File: config.mk
export PLATFORM = sky130hd
export DESIGN_NAME = instruction_fetch_unit_flat
export DESIGN_NICKNAME = d
export VERILOG_FILES = /design/src/rtl/instruction_fetch_unit_if.sv /design/src/rtl/instruction_fetch_unit.sv /design/src/flat_wrapper.sv
export SDC_FILE = /design/constraint.sdc
export NUM_CORES = 1
export LEC_CHECK = 0
export ABC_AREA = 0
export BUFFER_PORTS_ARGS = -buffer_cell sky130_fd_sc_hd__buf_2
export CORE_MARGIN = 3
export CORE_UTILIZATION = 45
export CTS_BUF_LIST = sky130_fd_sc_hd__clkbuf_4
export DETAILED_ROUTE_END_ITERATION = 8
export HOLD_SLACK_MARGIN = 0.06
export PLACE_DENSITY = 0.73
export SLEW_MARGIN = 15
export SYNTH_ARGS = -nofsm -noshare
export SYNTH_HDL_FRONTEND = slang
export SYNTH_SLANG_ARGS = --single-unit
File: constraint.sdc
create_clock -name clk -period 2.7 [get_ports clk]
set_input_delay 0.135 -clock clk [delete_from_list [all_inputs] [get_ports clk]]
set_output_delay 0.135 -clock clk [all_outputs]
set_load 0.05 [all_outputs]
File: src/rtl/instruction_fetch_unit_if.sv
// Fetch-stage bus bundle: instruction memory port, execute redirect,
// decode handshake and status outputs of the fetch unit.
//
// Handshake: a word moves from fetch to decode on a rising edge where
// id_valid=1 and id_ready=1. While id_valid=1 and id_ready=0, id_instr,
// id_pc and id_pc_plus4 are held stable. id_valid never depends
// combinationally on id_ready.
interface instruction_fetch_unit_if;
    logic [31:0] imem_addr;
    logic [31:0] imem_instr;
    logic        redirect_valid;
    logic [31:0] redirect_target;
    logic        halt_req;
    logic        id_ready;
    logic        id_valid;
    logic [31:0] id_instr;
    logic [31:0] id_pc;
    logic [31:0] id_pc_plus4;
    logic        halted;
    logic        fault;
    logic [31:0] instr_count;
    logic        dbg_state;   // current FSM state (0 = RUN, 1 = HALT)

    // Fetch unit side
    modport master (
        output imem_addr,
        input  imem_instr,
        input  redirect_valid,
        input  redirect_target,
        input  halt_req,
        input  id_ready,
        output id_valid,
        output id_instr,
        output id_pc,
        output id_pc_plus4,
        output halted,
        output fault,
        output instr_count,
        output dbg_state
    );

    // Environment side: memory, execute, decode
    modport slave (
        input  imem_addr,
        output imem_instr,
        output redirect_valid,
        output redirect_target,
        output halt_req,
        output id_ready,
        input  id_valid,
        input  id_instr,
        input  id_pc,
        input  id_pc_plus4,
        input  halted,
        input  fault,
        input  instr_count,
        input  dbg_state
    );
endinterface

File: src/rtl/instruction_fetch_unit.sv
// Instruction fetch stage: owns the PC, addresses instruction memory,
// captures the returned word into the IF/ID register and hands it to
// decode. Redirects flush the IF/ID slot; halt requests, misaligned
// redirects and out-of-range fetches park the unit in HALT until reset.
module instruction_fetch_unit #(
    parameter logic [31:0] RESET_PC  = 32'h0000_0000,
    parameter int unsigned IMEM_LAST = 200
) (
    input  logic                          clk,
    input  logic                          rst_n,
    instruction_fetch_unit_if.master      bus
);

    typedef enum logic {
        ST_RUN  = 1'b0,
        ST_HALT = 1'b1
    } state_t;

    state_t      state_q, state_d;
    logic [31:0] pc_q, pc_d;
    logic        id_valid_q, id_valid_d;
    logic [31:0] id_instr_q, id_instr_d;
    logic [31:0] id_pc_q, id_pc_d;
    logic [31:0] id_pc_plus4_q, id_pc_plus4_d;
    logic        halted_q, halted_d;
    logic        fault_q, fault_d;
    logic [31:0] count_q, count_d;

    logic        accept;
    logic        handshake;
    logic        redirect_misaligned;
    logic        fetch_past_end;
    logic [32:0] fetch_end;

    // Slot is free, or its occupant leaves on this edge.
    assign accept    = ~id_valid_q | bus.id_ready;
    assign handshake = id_valid_q & bus.id_ready;

    assign redirect_misaligned = (bus.redirect_target[1:0] != 2'b00);

    // Range check done one bit wider so pc values near 2^32 cannot wrap
    // into the legal window.
    assign fetch_end      = {1'b0, pc_q} + 33'd3;
    assign fetch_past_end = (fetch_end > 33'(IMEM_LAST));

    // Next-state logic: RUN priority is halt, bad redirect, redirect,
    // out-of-range fetch, capture, stall.
    always_comb begin
        state_d       = state_q;
        pc_d          = pc_q;
        id_valid_d    = id_valid_q;
        id_instr_d    = id_instr_q;
        id_pc_d       = id_pc_q;
        id_pc_plus4_d = id_pc_plus4_q;
        fault_d       = fault_q;
        count_d       = count_q + 32'(handshake);

        case (state_q)
            ST_RUN: begin
                if (bus.halt_req) begin
                    state_d    = ST_HALT;
                    id_valid_d = 1'b0;
                end else if (bus.redirect_valid && redirect_misaligned) begin
                    state_d    = ST_HALT;
                    fault_d    = 1'b1;
                    id_valid_d = 1'b0;
                end else if (bus.redirect_valid) begin
                    // Flush the wrong-path word; the target is fetched next edge.
                    pc_d       = bus.redirect_target;
                    id_valid_d = 1'b0;
                end else if (accept && fetch_past_end) begin
                    state_d    = ST_HALT;
                    fault_d    = 1'b1;
                    id_valid_d = 1'b0;
                end else if (accept) begin
                    id_instr_d    = bus.imem_instr;
                    id_pc_d       = pc_q;
                    id_pc_plus4_d = pc_q + 32'd4;
                    id_valid_d    = 1'b1;
                    pc_d          = pc_q + 32'd4;
                end
            end
            ST_HALT: begin
                // Absorbing: only reset leaves HALT.
                id_valid_d = 1'b0;
            end
            default: begin
                state_d    = ST_HALT;
                id_valid_d = 1'b0;
            end
        endcase

        halted_d = (state_d == ST_HALT);
    end

    // State register with synchronous active-low reset.
    always_ff @(posedge clk) begin
        if (!rst_n) begin
            state_q       <= ST_RUN;
            pc_q          <= RESET_PC;
            id_valid_q    <= 1'b0;
            id_instr_q    <= 32'd0;
            id_pc_q       <= 32'd0;
            id_pc_plus4_q <= 32'd0;
            halted_q      <= 1'b0;
            fault_q       <= 1'b0;
            count_q       <= 32'd0;
        end else begin
            state_q       <= state_d;
            pc_q          <= pc_d;
            id_valid_q    <= id_valid_d;
            id_instr_q    <= id_instr_d;
            id_pc_q       <= id_pc_d;
            id_pc_plus4_q <= id_pc_plus4_d;
            halted_q      <= halted_d;
            fault_q       <= fault_d;
            count_q       <= count_d;
        end
    end

    assign bus.imem_addr   = pc_q;
    assign bus.id_valid    = id_valid_q;
    assign bus.id_instr    = id_instr_q;
    assign bus.id_pc       = id_pc_q;
    assign bus.id_pc_plus4 = id_pc_plus4_q;
    assign bus.halted      = halted_q;
    assign bus.fault       = fault_q;
    assign bus.instr_count = count_q;
    assign bus.dbg_state   = state_q;

endmodule

File: src/flat_wrapper.sv
// flat-port wrapper written by rule: the top's interface ports become plain ports
module instruction_fetch_unit_flat 
#(
    parameter logic [31:0] RESET_PC  = 32'h0000_0000,
    parameter int unsigned IMEM_LAST = 200
)
  (clk, rst_n, bus_imem_addr, bus_imem_instr, bus_redirect_valid, bus_redirect_target, bus_halt_req, bus_id_ready, bus_id_valid, bus_id_instr, bus_id_pc, bus_id_pc_plus4, bus_halted, bus_fault, bus_instr_count, bus_dbg_state);
  instruction_fetch_unit_if bus_i ();
  input  logic clk;
  input  logic rst_n;
  output wire logic [$bits(bus_i.imem_addr)-1:0] bus_imem_addr;
  input wire logic [$bits(bus_i.imem_instr)-1:0] bus_imem_instr;
  input wire logic [$bits(bus_i.redirect_valid)-1:0] bus_redirect_valid;
  input wire logic [$bits(bus_i.redirect_target)-1:0] bus_redirect_target;
  input wire logic [$bits(bus_i.halt_req)-1:0] bus_halt_req;
  input wire logic [$bits(bus_i.id_ready)-1:0] bus_id_ready;
  output wire logic [$bits(bus_i.id_valid)-1:0] bus_id_valid;
  output wire logic [$bits(bus_i.id_instr)-1:0] bus_id_instr;
  output wire logic [$bits(bus_i.id_pc)-1:0] bus_id_pc;
  output wire logic [$bits(bus_i.id_pc_plus4)-1:0] bus_id_pc_plus4;
  output wire logic [$bits(bus_i.halted)-1:0] bus_halted;
  output wire logic [$bits(bus_i.fault)-1:0] bus_fault;
  output wire logic [$bits(bus_i.instr_count)-1:0] bus_instr_count;
  output wire logic [$bits(bus_i.dbg_state)-1:0] bus_dbg_state;
  assign bus_imem_addr = bus_i.imem_addr;
  assign bus_i.imem_instr = bus_imem_instr;
  assign bus_i.redirect_valid = bus_redirect_valid;
  assign bus_i.redirect_target = bus_redirect_target;
  assign bus_i.halt_req = bus_halt_req;
  assign bus_i.id_ready = bus_id_ready;
  assign bus_id_valid = bus_i.id_valid;
  assign bus_id_instr = bus_i.id_instr;
  assign bus_id_pc = bus_i.id_pc;
  assign bus_id_pc_plus4 = bus_i.id_pc_plus4;
  assign bus_halted = bus_i.halted;
  assign bus_fault = bus_i.fault;
  assign bus_instr_count = bus_i.instr_count;
  assign bus_dbg_state = bus_i.dbg_state;
  instruction_fetch_unit #(.RESET_PC(RESET_PC), .IMEM_LAST(IMEM_LAST)) u_core (.clk(clk), .rst_n(rst_n), .bus(bus_i));
endmodule
Word level (Yosys, flattened, before mapping)

Cells that the tools add are included.

Bits in latches: 0
Output and inout bits: 164
Bits in read-only memories: 0
Memories kept: 0
Logic and storage cells: 48
Register bits: 163
RAM bits: 0

Equality and inequality tests: 3
Multiply operators: 0
Bitwise logic cells: 8
Reductions and logical operators: 8
Add/subtract/negate cells: 3
Magnitude comparators: 1
Divide/modulo/power cells: 0
Shift-type cells: 0
Mux-type cells: 17

Operators by type and width:

| cell                    | count |
|---|---|
| $mux W32                | 3 |
| $add A32 B2 Y33 const B | 1 |
| $gt A33 B8 Y1 const B   | 1 |
| $add A32 B1 Y32         | 1 |
| $add A32 B3 Y32 const B | 1 |
| $mux W1                 | 13 |
| $ne A6 B3 Y1 const B    | 1 |
| $not A1 Y1              | 6 |
| $reduce_and A6 Y1       | 1 |
| $reduce_bool A2 Y1      | 3 |
| $reduce_and A5 Y1       | 1 |
| $reduce_and A4 Y1       | 1 |
| $logic_and A1 B1 Y1     | 2 |
| $ne A2 B1 Y1 const B    | 1 |
| $ne A2 B2 Y1 const B    | 1 |
| $pmux W1 S2             | 1 |
| $and A1 B1 Y1           | 1 |
| $or A1 B1 Y1            | 1 |

Longest topological paths before layout

Depth in word-level cells: 8
Depth in mapped cells: 14

Worst setup path after synthesis

No wires, ideal clock.

Path kind: reg-to-reg
Start point: reg u_core.pc_q[2] (netlist: u_core.bus.imem_addr[2])
End point: reg u_core.id_pc_plus4_q[5] (netlist: u_core.bus.id_pc_plus4[5])
Library setup time: 0.128 ns
Setup slack: -0.684 ns
Period minus slack after synthesis: 3.384 ns
Cell stages (with the launch flop): 14
Required time: 2.572 ns
Data arrival time: 3.256 ns
Cells stage by stage: dfxtp_1 ha_1 buf_2 nand4_2 or4_4 or3_4 a21oi_2 mux2i_1 nor4_4 nand2_2 buf_6 buf_6 mux2i_1 nor2_1

Cells in the longest elaborated chain, start to end: 5
Elaborated cells between the ends (all ways): 6
Classes of those cells: add/sub (2); order compare (1); bitwise (1); reduce/logical (2)

RTL lines:

| element                     | line                          | RTL |
|---|---|---|
| start, declared             | instruction_fetch_unit.sv:20  | `logic [31:0] pc_q, pc_d;` |
| start signal, assigned      | instruction_fetch_unit.sv:110 | `pc_q <= pc_d;` |
| $add A32 B2 Y33             | instruction_fetch_unit.sv:43  | `assign fetch_end = {1'b0, pc_q} + 33'd3;` |
| $gt A33 B8 Y1               | instruction_fetch_unit.sv:44  | `assign fetch_past_end = (fetch_end > 33'(IMEM_LAST));` |
| $logic_and A1 B1 Y1         | instruction_fetch_unit.sv:71  | `end else if (accept && fetch_past_end) begin` |
| $not A1 Y1 (no line)        | -                             |  |
| $reduce_and A6 Y1 (no line) | -                             |  |
| end signal, assigned        | instruction_fetch_unit.sv:114 | `id_pc_plus4_q <= id_pc_plus4_d;` |
| end, declared               | instruction_fetch_unit.sv:24  | `logic [31:0] id_pc_plus4_q, id_pc_plus4_d;` |

Parallel ways exist; a longest one is shown, timed or not.
A chain may end at the register's enable or synchronous reset.

Final worst setup path

Start point: reg u_core.pc_q[2] (netlist: u_core.bus.imem_addr[2])
End point: reg u_core.id_instr_q[16] (netlist: u_core.bus.id_instr[16])

Cells in the longest elaborated chain, start to end: 5

RTL lines:

| element                     | line                          | RTL |
|---|---|---|
| $add A32 B2 Y33             | instruction_fetch_unit.sv:43  |  |
| $gt A33 B8 Y1               | instruction_fetch_unit.sv:44  |  |
| $logic_and A1 B1 Y1         | instruction_fetch_unit.sv:71  |  |
| $not A1 Y1 (no line)        | -                             |  |
| $reduce_and A6 Y1 (no line) | -                             |  |
| end signal, assigned        | instruction_fetch_unit.sv:112 | `id_instr_q <= id_instr_d;` |
| end, declared               | instruction_fetch_unit.sv:22  | `logic [31:0] id_instr_q, id_instr_d;` |

Every way passes these cells.

==> results.json <==
{
  "clock_skew_ns": 0.0193,
  "cpPeakStageDelay_ns": 0.47,
  "grt_max_degree": 61,
  "synth_nets": 832,
  "reg2reg_slack_ns": -0.13,
  "seq_area_frac_synth_pct": 47.7,
  "synth_cell_types": 59,
  "rsz0062_at_grt": "yes",
  "grt_usage_pct": 25.3,
  "clock_latency_ns": 0.55,
  "r2r-start": "u_core.bus.imem_addr[2]$_SDFFE_PN0P_",
  "clock_power_share_pct": 27.6,
  "wl_um": 21700,
  "synth-edff-count": 0,
  "worstMarginPinSlew_ns": 0.738,
  "start_util_pct": 46.2,
  "final_core_util_pct": 67.3,
  "fp.dieW_um": 129,
  "yosys_warnings": 0,
  "viasPerCell": 5.35,
  "place.gp.congestion": 0.915,
  "rows": 44,
  "rr_worst_depth": 12,
  "overflow": 0,
  "cts_num_sinks": 161,
  "grt_pass1_wl_um": 33700,
  "grt_pass1_vias": 6678,
  "avgRoutedWirePerCell_um": 16.7,
  "drtIter0Drc": 559,
  "drv_cap": 0,
  "hold_depth": 5,
  "syn_avg_cell_area_um2": 8.90,
  "post-route-period-util_pct": 105,
  "drc_errors": 0,
  "hold_viol": 0,
  "portBuffers": 232,
  "ys.flop_type": "dfxtp_1",
  "syn_area_mm2": 0.00676,
  "arrival_ns": 3.27,
  "power_density_mw_per_mm2": 490,
  "synth-async-reset-ratio_pct": 0,
  "cts_buffers": 17,
  "pwr-share-seq_pct": 51.3,
  "h-tree-depth": 4,
  "critPathMaxFanout": 31,
  "p_leak_uw": 0.00474,
  "ir_drop_uv": 426,
  "reg2reg_to": "u_core.bus.id_instr[16]$_SDFFE_PN0P_",
  "postRouteAntennaNets": 0,
  "violations": "setup timing",
  "crit_buf_inv": 2,
  "outcome": "finished, violations left",
  "p_sw_share_pct": 31.6,
  "dr.pass1.iters": 5,
  "hold_end": "u_core.bus.imem_addr[26]$_SDFFE_PN0P_",
  "synth_seq_cells": 161,
  "finalCriticalPeriod_ns": 2.83,
  "critPathLaunchType": "register",
  "worstPathRequired_ns": 3.14,
  "cpLargestDelayFamily": "simple AND/OR/NAND/NOR gates",
  "path_clk_slew_ns": 0.13,
  "intPower_uw": 3300,
  "coreArea_mm2": 0.0146,
  "p_sw_uw": 1530,
  "hp-class": "in -> reg",
  "pin_count": 233,
  "num_vias": 6935,
  "drive_above_1_share_pct": 37.2,
  "dpl-instance-area_mm2": 0.00858,
  "min_from": "bus_redirect_target[1]",
  "finalWorstSetupSlack_ns": -0.132,
  "slowest_stage": "or4_4",
  "criticalPathCategory": "reg -> reg",
  "startpoint": "u_core.bus.imem_addr[2]$_SDFFE_PN0P_",
  "antenna_found_initial": 1,
  "yosysTopAreaCell": "dfxtp_1",
  "tns_ns": -8.14,
  "syn_inst": 760,
  "report.final.slew_viol_count": 0,
  "clockRootBuffer": "clkbuf_4",
  "crit_path_end_kind": "register",
  "finish.instance_area_mm2": 0.00986,
  "slew_headroom_pct": 50.6,
  "nets": 1171,
  "clockBufferDepth": 2,
  "path_cells": "ha_4 > nand4_4 > or4_4 > nor4_2 > mux2i_1 > nor4b_1 > and3_2 > buf_4 > nand2_4 > buf_16 > mux2i_2 > nor2_1",
  "dieArea_mm2": 0.0165,
  "setup_viol": 106,
  "fmax_mhz": 353,
  "dieHeight_um": 129,
  "tritoncts": "built",
  "dp_hpwl_um": 13800,
  "pwr-share-comb_pct": 21.1,
  "synthToLayoutAreaGrowth_pct": 45.9,
  "yosysTopAreaCellShare_pct": 47.7,
  "yosys-top-cells-area": "dfxtp_1 (48%), mux2i_1 (6.4%), and3_1 (5.6%)"
}
==> how the worst max path moves through the flow <==
stage                     slack [ns]                                endpoint  cells after the start
final                          -0.13    u_core.bus.id_instr[16]$_SDFFE_PN0P_                     12
after global routing           -0.26    u_core.bus.id_instr[18]$_SDFFE_PN0P_                     13
after CTS                      -0.12       u_core.bus.id_pc[26]$_SDFFE_PN0P_                     11
after detailed placement       -0.15   u_core.bus.imem_addr[13]$_SDFFE_PN0P_                     11
after global placement         -0.11     u_core.bus.id_instr[7]$_SDFFE_PN0P_                     12
after floorplan                -0.27  u_core.bus.id_pc_plus4[5]$_SDFFE_PN0P_                     13
==> through the flow <==
stage	std cells	hold WS, ns	total power, uW	setup slack [ns]
after floorplan	760	0.263	3110	-0.274
after global placement	1184	0.361	3380	-0.107
after detailed placement	1184	0.372	3390	-0.149
after CTS	1295	0.0693	4830	-0.115
after global routing	1297	0.101	5040	-0.259
final	1297	0.135	4830	-0.132
==> repair_timing <==
| action | CTS | global route |
|---|---|---|
| hold buffers | 76 | 0 |
| resized for setup | 12 | 27 |
| setup buffers | 2 | 1 |
| setup endpoints to repair | 115 | 121 |
| hold endpoints to repair | 72 | 0 |
| pin swaps | 2 | 1 |
| cloned | 1 | 0 |
==> cells in the mapped netlist (13+ instances only) <==
cell type,n
inv_1,13
xor2_1,21
a21oi_1,36
nand4_1,16
nor3_1,19
and3_1,60
nand3_1,41
nand2_1,64
mux2i_1,43
a211oi_1,17
clkbuf_1,38
dfxtp_1,161
nor2_1,90
xnor2_1,16
o21ai_0,13
==> layer usage <==
layer,track usage [%],share of wire [%],vias up
li1,-,-,3351
met1,31.9,42,3271
met2,41.0,48,273
met3,6.77,7.5,40
met4,10.7,2.5,0
met5,0,0,-
==> layout make-up <==
| class | count | area [um^2] |
|---|---|---|
| Tap cell | 184 | 230 |
| Clock inverter | 13 | 109 |
| Multi-Input combinational cell | 527 | 3500 |
| Sequential cell | 161 | 3260 |
| Timing Repair Buffer | 379 | 2560 |
| Antenna cell | 1 | 2.50 |
| Fill cell | 1144 | 4780 |
| Inverter | 13 | 50.0 |
| Clock buffer | 19 | 143 |
==> worst min-delay path: cells and delay by family <==
family / cells / cell delay (ns)
buffers and inverters: 2 / 0.30
AOI/OAI and AO/OA: 1 / 0.06
and+or+nand+nor: 2 / 0.15
==> power groups by stage <==
| stage | Clock, uW | Combinational, uW | Sequential (uW) |
|---|---|---|---|
| CTS | 1370 | 979 | 2480 |
| global route | 1470 | 1080 | 2490 |
| global placement | 0 | 855 | 2530 |
| detailed placement | 0 | 862 | 2530 |
| floorplan | 0 | 372 | 2740 |
| finish | 1330 | 1020 | 2480 |
==> logic make-up (layout without fill, tap and decap cells) <==
family,Yosys count,after routing,share of synthesized area [%]
xor+xnor,37,37,4.79
compound gates,99,99,9.53
buf+inv,72,424,4.87
flops,161,161,47.7
simple gates,344,344,26.1
other cells,0,1,0
fa+ha+maj,3,3,0.555
mux,44,44,6.53
==> placed cells by master (no fill, tap or decap), types with 3 or more instances in the layout <==
cell	n
xor2_1	20
nand4_1	16
and2_1	4
a21oi_1	36
nor3_1	17
mux2i_1	40
nor2_1	88
dfxtp_2	16
buf_12	4
o31ai_1	4
buf_6	3
or3_1	9
dfxtp_1	140
dfxtp_4	5
buf_4	62
o31ai_4	3
nand2_1	63
xnor2_1	16
nor4_2	4
o21ai_0	12
inv_1	12
or2_2	4
nand3_2	5
a211oi_1	4
clkinv_1	3
and4_1	9
nand3_1	36
a31oi_1	3
a211oi_2	12
inv_6	3
nor4_1	6
dlygate4sd3_1	76
buf_2	232
clkbuf_4	19
clkinv_2	3
and3_1	57
==> flip-flops by register name, indices dropped and copies added (netlist names) <==
| register | cells |
|---|---|
| u_core.bus.id_pc | 30 |
| u_core.bus.dbg_state | 1 |
| u_core.bus.id_pc_plus4 | 32 |
| u_core.bus.fault | 1 |
| u_core.bus.id_instr | 32 |
| u_core.bus.id_valid | 1 |
| u_core.bus.instr_count | 32 |
| u_core.bus.imem_addr | 32 |
Power figures use the tool's default switching activity.
